### config.mk
export PLATFORM = sky130hd
export DESIGN_NAME = prio_enc_rr_flat
export DESIGN_NICKNAME = d
export VERILOG_FILES = /design/src/rtl/prio_enc_rr_if.sv /design/src/rtl/prio_enc_rr.sv /design/src/flat_wrapper.sv
export SDC_FILE = /design/constraint.sdc
export NUM_CORES = 1
export LEC_CHECK = 0
export ABC_AREA = 1
export BUFFER_PORTS_ARGS = -buffer_cell sky130_fd_sc_hd__buf_4
export CORE_MARGIN = 10
export CORE_UTILIZATION = 62
export CTS_BUF_LIST = sky130_fd_sc_hd__clkbuf_8 sky130_fd_sc_hd__clkbuf_16
export DETAILED_ROUTE_END_ITERATION = 16
export PLACE_DENSITY = 0.95
export SLEW_MARGIN = 10
export SYNTH_ARGS = -nofsm -noshare
export SYNTH_HDL_FRONTEND = slang
export SYNTH_SLANG_ARGS = --single-unit
export TNS_END_PERCENT = 5
### constraint.sdc
create_clock -name clk -period 4.17 [get_ports clk]
set_input_delay 0.834 -clock clk [delete_from_list [all_inputs] [get_ports clk]]
set_output_delay 0.834 -clock clk [all_outputs]
set_load 0.005 [all_outputs]
### src/rtl/prio_enc_rr_if.sv
// Request/result bundle between a requester and the priority encoder.
// Latency: none (wires only).
// Backpressure: ready from master, valid_bit from slave; slave holds results while !ready.
interface prio_enc_rr_if #(
    parameter int WIDTH = 8,
    parameter int OUT_W = 3
);
    logic             enable;
    logic             mode;
    logic [WIDTH-1:0] in;
    logic             ready;
    logic [OUT_W-1:0] out;
    logic [WIDTH-1:0] grant;
    logic             multi;
    logic             valid_bit;

    // Requester side: drives requests and acceptance, observes the result.
    modport master (
        output enable, mode, in, ready,
        input  out, grant, multi, valid_bit
    );

    // Encoder side: consumes requests, produces the registered result.
    modport slave (
        input  enable, mode, in, ready,
        output out, grant, multi, valid_bit
    );
endinterface

### src/rtl/prio_enc_rr.sv
// Registered priority encoder, fixed (highest index) or round-robin priority per sample.
// Latency: 1 cycle from sampling edge to valid_bit.
// Backpressure: result held stable while valid_bit & !ready; inputs ignored until freed.
module prio_enc_rr #(
    parameter int WIDTH = 8,
    parameter int OUT_W = 3
) (
    input  logic           clk,
    input  logic           rst,
    prio_enc_rr_if.slave   bus
);

    localparam logic [WIDTH-1:0] ONE = WIDTH'(1);

    logic [OUT_W-1:0] ptr;
    logic [OUT_W-1:0] fix_win;
    logic [OUT_W-1:0] rr_win;
    logic [OUT_W-1:0] win;
    logic             free;
    logic             sample;
    logic             multi_nxt;

    assign free      = !bus.valid_bit || bus.ready;
    assign sample    = bus.enable && (|bus.in);
    assign multi_nxt = ($countones(bus.in) > 1);
    assign win       = bus.mode ? rr_win : fix_win;

    // Fixed priority: scan upward so the highest set index is the last to overwrite.
    always_comb begin
        fix_win = '0;
        for (int i = 0; i < WIDTH; i++) begin
            if (bus.in[i]) begin
                fix_win = OUT_W'(i);
            end
        end
    end

    // Round-robin: walk from lowest priority (distance WIDTH, i.e. ptr itself) to
    // highest (distance 1, i.e. ptr-1), so the nearest set bit below ptr wins, wrapping at 0.
    always_comb begin
        logic [OUT_W-1:0] idx;
        rr_win = '0;
        idx    = '0;
        for (int k = WIDTH; k >= 1; k--) begin
            idx = OUT_W'((int'(ptr) + WIDTH - k) % WIDTH);
            if (bus.in[idx]) begin
                rr_win = idx;
            end
        end
    end

    // Result register and rr pointer: load on sample, clear when freed without a sample,
    // hold everything while the consumer stalls.
    always_ff @(posedge clk or posedge rst) begin
        if (rst) begin
            bus.out       <= '0;
            bus.grant     <= '0;
            bus.multi     <= 1'b0;
            bus.valid_bit <= 1'b0;
            ptr           <= '0;
        end else if (free) begin
            if (sample) begin
                bus.out       <= win;
                bus.grant     <= ONE << win;
                bus.multi     <= multi_nxt;
                bus.valid_bit <= 1'b1;
                if (bus.mode) begin
                    ptr <= win;
                end
            end else begin
                bus.out       <= '0;
                bus.grant     <= '0;
                bus.multi     <= 1'b0;
                bus.valid_bit <= 1'b0;
            end
        end
    end

endmodule

### src/flat_wrapper.sv
// flat-port wrapper written by rule: the top's interface ports become plain ports
module prio_enc_rr_flat 
#(
    parameter int WIDTH = 8,
    parameter int OUT_W = 3
)
  (clk, rst, bus_enable, bus_mode, bus_in, bus_ready, bus_out, bus_grant, bus_multi, bus_valid_bit);
  prio_enc_rr_if #(.WIDTH(WIDTH), .OUT_W(OUT_W)) bus_i ();
  input  logic clk;
  input  logic rst;
  input wire logic [$bits(bus_i.enable)-1:0] bus_enable;
  input wire logic [$bits(bus_i.mode)-1:0] bus_mode;
  input wire logic [$bits(bus_i.in)-1:0] bus_in;
  input wire logic [$bits(bus_i.ready)-1:0] bus_ready;
  output wire logic [$bits(bus_i.out)-1:0] bus_out;
  output wire logic [$bits(bus_i.grant)-1:0] bus_grant;
  output wire logic [$bits(bus_i.multi)-1:0] bus_multi;
  output wire logic [$bits(bus_i.valid_bit)-1:0] bus_valid_bit;
  assign bus_i.enable = bus_enable;
  assign bus_i.mode = bus_mode;
  assign bus_i.in = bus_in;
  assign bus_i.ready = bus_ready;
  assign bus_out = bus_i.out;
  assign bus_grant = bus_i.grant;
  assign bus_multi = bus_i.multi;
  assign bus_valid_bit = bus_i.valid_bit;
  prio_enc_rr #(.WIDTH(WIDTH), .OUT_W(OUT_W)) u_core (.clk(clk), .rst(rst), .bus(bus_i));
endmodule
==> summary by stage <==
Floorplanning
The area of the placeable core is 2780 um2. The initial utilization of the core area, before any placement, comes to between 60% and 70%. The die boundary height is 74.0 um. In this run the count of I/O pins placed on the die edge is 26.

The die covers 5470 um2. The die is around 74 um wide. The standard-cell row count is 19.

Clock network
The total number of clock tree sinks is 16. The library cell used as clock root buffer is sky130_fd_sc_hd__clkbuf_8. The clock latency of the later-clocked register in the worst-skew pair is 250 ps.

TritonCTS built the clock tree. The number of post-CTS setup repair buffers is 0. CTS built an H-tree with a depth of 1.

Hold repair after CTS inserted 0 buffers. After clock tree synthesis, the clock-pin slew on the worst setup and hold paths is 60 ps. Gates resized during post-CTS repair numbered 0. The clock passes through at most 2 buffers. The number of clock buffers added by TritonCTS is 3.

Pwr
The total power divided by cell area is 819 nW/um2. The standby leakage power is 1.21 nW. The worst-case IR drop observed on VDD is 0.000719 V.

STA
The minimum hold slack is between 400 and 500 ps. The worst max-slew margin expressed relative to the limit is 44.3%. Setup repair after global routing left no endpoint under its margin. Setup violations remaining at the end of the flow were counted as 0. Timing would allow up to 322 MHz. In the finished design, the share of the clock period the worst path needs comes to 74.5%. For the pin with the worst max-slew slack, the measured transition is 833 ps. Setup slack closes at about 1100 ps. The final number of max-transition violations is 0. The clock arrives with about 6.7 ps of skew.

The count of final hold-check violations is 0. The final setup TNS is 0 ps. The post-layout minimum cycle time is 3110 ps.

Yosys
The cell type contributing the most total cell area after synthesis is sky130_fd_sc_hd__dfrtp_1. By area the synthesized netlist is led by sky130_fd_sc_hd__dfrtp_1, sky130_fd_sc_hd__nand2_1, sky130_fd_sc_hd__nand3_2, sky130_fd_sc_hd__ha_1, sky130_fd_sc_hd__inv_1. Counting every net in the synthesized netlist gives 281. The number of different library cells used by synthesis comes to 31. Synthesis produced 251 cells.

The number of synthesis warnings is 0. The main flop type after synthesis is sky130_fd_sc_hd__dfrtp_1. The flip-flop and latch count after synthesis is 16.

The share of the synthesized area in the top cell type is 22.2%. The cell area after synthesis is 1810 um2. After synthesis, the mean cell area works out to 7.19 um2.

Counting flops with a built-in enable in the synthesized netlist gives 0. The share of flip-flops with an asynchronous set or reset is 100%. Of the synthesized area, sequential elements account for between 20 and 25%.

Layout
The combined area of the multi-input logic cells is around 1200 um2. The commonest non-fill, non-tap cell in the layout is sky130_fd_sc_hd__nand2_1. The number of inserted diodes is 0. From synthesis to final layout, the design area changed by 12.3%. For this run, the number of standard cells in the final layout without fillers is 306. The number of fillers in the final layout is 200. The sequential cells in the finished layout cover a total of between 400 and 500 um2. The top cell types in the final layout, fill and taps aside, are sky130_fd_sc_hd__nand2_1, sky130_fd_sc_hd__inv_1, sky130_fd_sc_hd__buf_4. The final net count is 306. The share of cells above drive strength 1 is 26.2%.

Global routing
The via count of the first global-routing pass came to between 1500 and 2000. The first global-routing pass estimated 7510 um of wire. The global routing usage summed across all routing layers is 16.6%. The pin count of the biggest net entering global routing is 17. The number of antenna violations at the first check in global routing came to 0.

After global routing the overflow that remains totals 0.

Route
The via count of the routed design is roughly 1700. The highest metal layer used by the detailed router is met4. The detailed-route wire length on metal 1 is approximately 1800 um. The first detailed-routing pass took 4 iterations. After detailed routing, the number of remaining DRC violations is 0.

In this run the remaining antenna-violating nets after routing total 0. The detailed-route wire length is 4290 um. The detailed router finished its first iteration with 82 violations.

In the final routed layout, each cell accounts on average for 14.0 um. The total met2 wirelength after detailed routing is 2210 um. Using the TritonRoute via totals, the vias-per-cell ratio works out to roughly 5.5. The detailed-routed wire length on met3 is between 200 and 300 um.

Worst setup path
The most critical setup path has its startpoint at bus_in[0]. At the worst endpoint, the arrival time is 3250 ps. For the worst setup path, the data required time is 4310 ps.

The path type of the worst setup path is input port to register. The startpoint identified for the worst register-to-register timing path is u_core.ptr[0]$_DFFE_PP0P_. Of all nets on the critical path, the largest fanout is 4. The kind of end point of the critical path is a register. The category of the worst setup path launch point is an input port.

Status
The run finished with clean final reports.

Placement
The HPWL reported at the end of detailed placement is 3450 um. Counting tap cells, the placed design contains a total of 302 instances. The worst-case setup slack after placement is between 700 and 800 ps. The final weighted congestion in routability-driven placement is 0.909. The number of buffer cells added on primary ports is 25.

Flow run
The max-cap violation count is 0.

Worst hold path
The path category of the worst min-delay check is register to register. The launch point of the worst hold path is u_core.bus.grant[1]$_DFFE_PP0P_.
[per-layer routing]
layer / vias up / track usage (%)
met5: - / 0
met4: 0 / 3.73
li1: 826 / -
met1: 794 / 19.0
met3: 10 / 4.65
met2: 47 / 29.9
[power by group]
group / internal, mW / leakage, nW / switching (mW)
clock: 0.0837 / 0.0288 / 0.0519
combinational: 0.449 / 0.971 / 0.799
sequential: 0.205 / 0.205 / 0.0719
[Yosys cell counts, types with 2 or more instances]
library cell and number:
sky130_fd_sc_hd__nand2_1 82, sky130_fd_sc_hd__nand2_2 7, sky130_fd_sc_hd__inv_2 3, sky130_fd_sc_hd__nor2_4 2, sky130_fd_sc_hd__nor2_1 4, sky130_fd_sc_hd__nand2_4 8
sky130_fd_sc_hd__ha_1 13, sky130_fd_sc_hd__inv_1 40, sky130_fd_sc_hd__nand3_1 23, sky130_fd_sc_hd__fa_1 4, sky130_fd_sc_hd__nand3_2 18, sky130_fd_sc_hd__a21oi_1 9
sky130_fd_sc_hd__buf_6 2, sky130_fd_sc_hd__dfrtp_1 16, sky130_fd_sc_hd__o21ai_1 2, sky130_fd_sc_hd__o21ai_0 3
[cell families after synthesis]
family                   synth area share (%)
AND/OR/NAND/NOR                          44.3
buffers and inverters                    13.4
AO/OA/AOI/OAI                            6.24
adder cells (fa/ha/maj)                  13.4
flip-flops                               22.2
XOR/XNOR                                0.485
[per-stage QoR]
stage	utilization, %	power [mW]	instance area (um2)
final	72.9	1.66	2030
after global routing	72.9	1.86	2030
after CTS	72.9	1.66	2030
after detailed placement	70.9	1.51	1970
after global placement	70.9	1.48	1970
after floorplan	-	1.30	1810
[flip-flops by register name (all words and copies together), names as in the netlist]
| register | flops |
|---|---|
| u_core.ptr | 3 |
| u_core.bus.out | 3 |
| u_core.bus.valid_bit | 1 |
| u_core.bus.multi | 1 |
| u_core.bus.grant | 8 |
[final cells by class]
class,count,area share (%)
Sequential cell,16,19.8
Clock buffer,4,2.72
Tap cell,31,1.91
Multi-Input combinational cell,184,57.4
Timing Repair Buffer,25,9.26
Inverter,46,8.95
[worst paths after layout]
| kind | to | slack (ps) | cells after the start |
|---|---|---|---|
| min in group asynchronous | u_core.bus.grant[3]$_DFFE_PP0P_ | 650 | 2 |
| min | u_core.bus.grant[1]$_DFFE_PP0P_ | 480 | 2 |
| max reg2reg | u_core.bus.grant[5]$_DFFE_PP0P_ | 1450 | 18 |
| min reg2reg | u_core.bus.grant[1]$_DFFE_PP0P_ | 480 | 2 |
| max | u_core.bus.multi$_DFFE_PP0P_ | 1060 | 9 |
| max in group asynchronous | u_core.bus.out[2]$_DFFE_PP0P_ | 3130 | 2 |
[worst max-delay path, cell delays in order]
cell,delay (ps)
sky130_fd_sc_hd__buf_4,130
sky130_fd_sc_hd__ha_1,210
sky130_fd_sc_hd__fa_1,530
sky130_fd_sc_hd__fa_1,570
sky130_fd_sc_hd__ha_1,140
sky130_fd_sc_hd__inv_1,40
sky130_fd_sc_hd__fa_1,490
sky130_fd_sc_hd__nand3b_1,100
sky130_fd_sc_hd__a22o_1,210
Note: power is estimated with default switching activity, not from simulation.
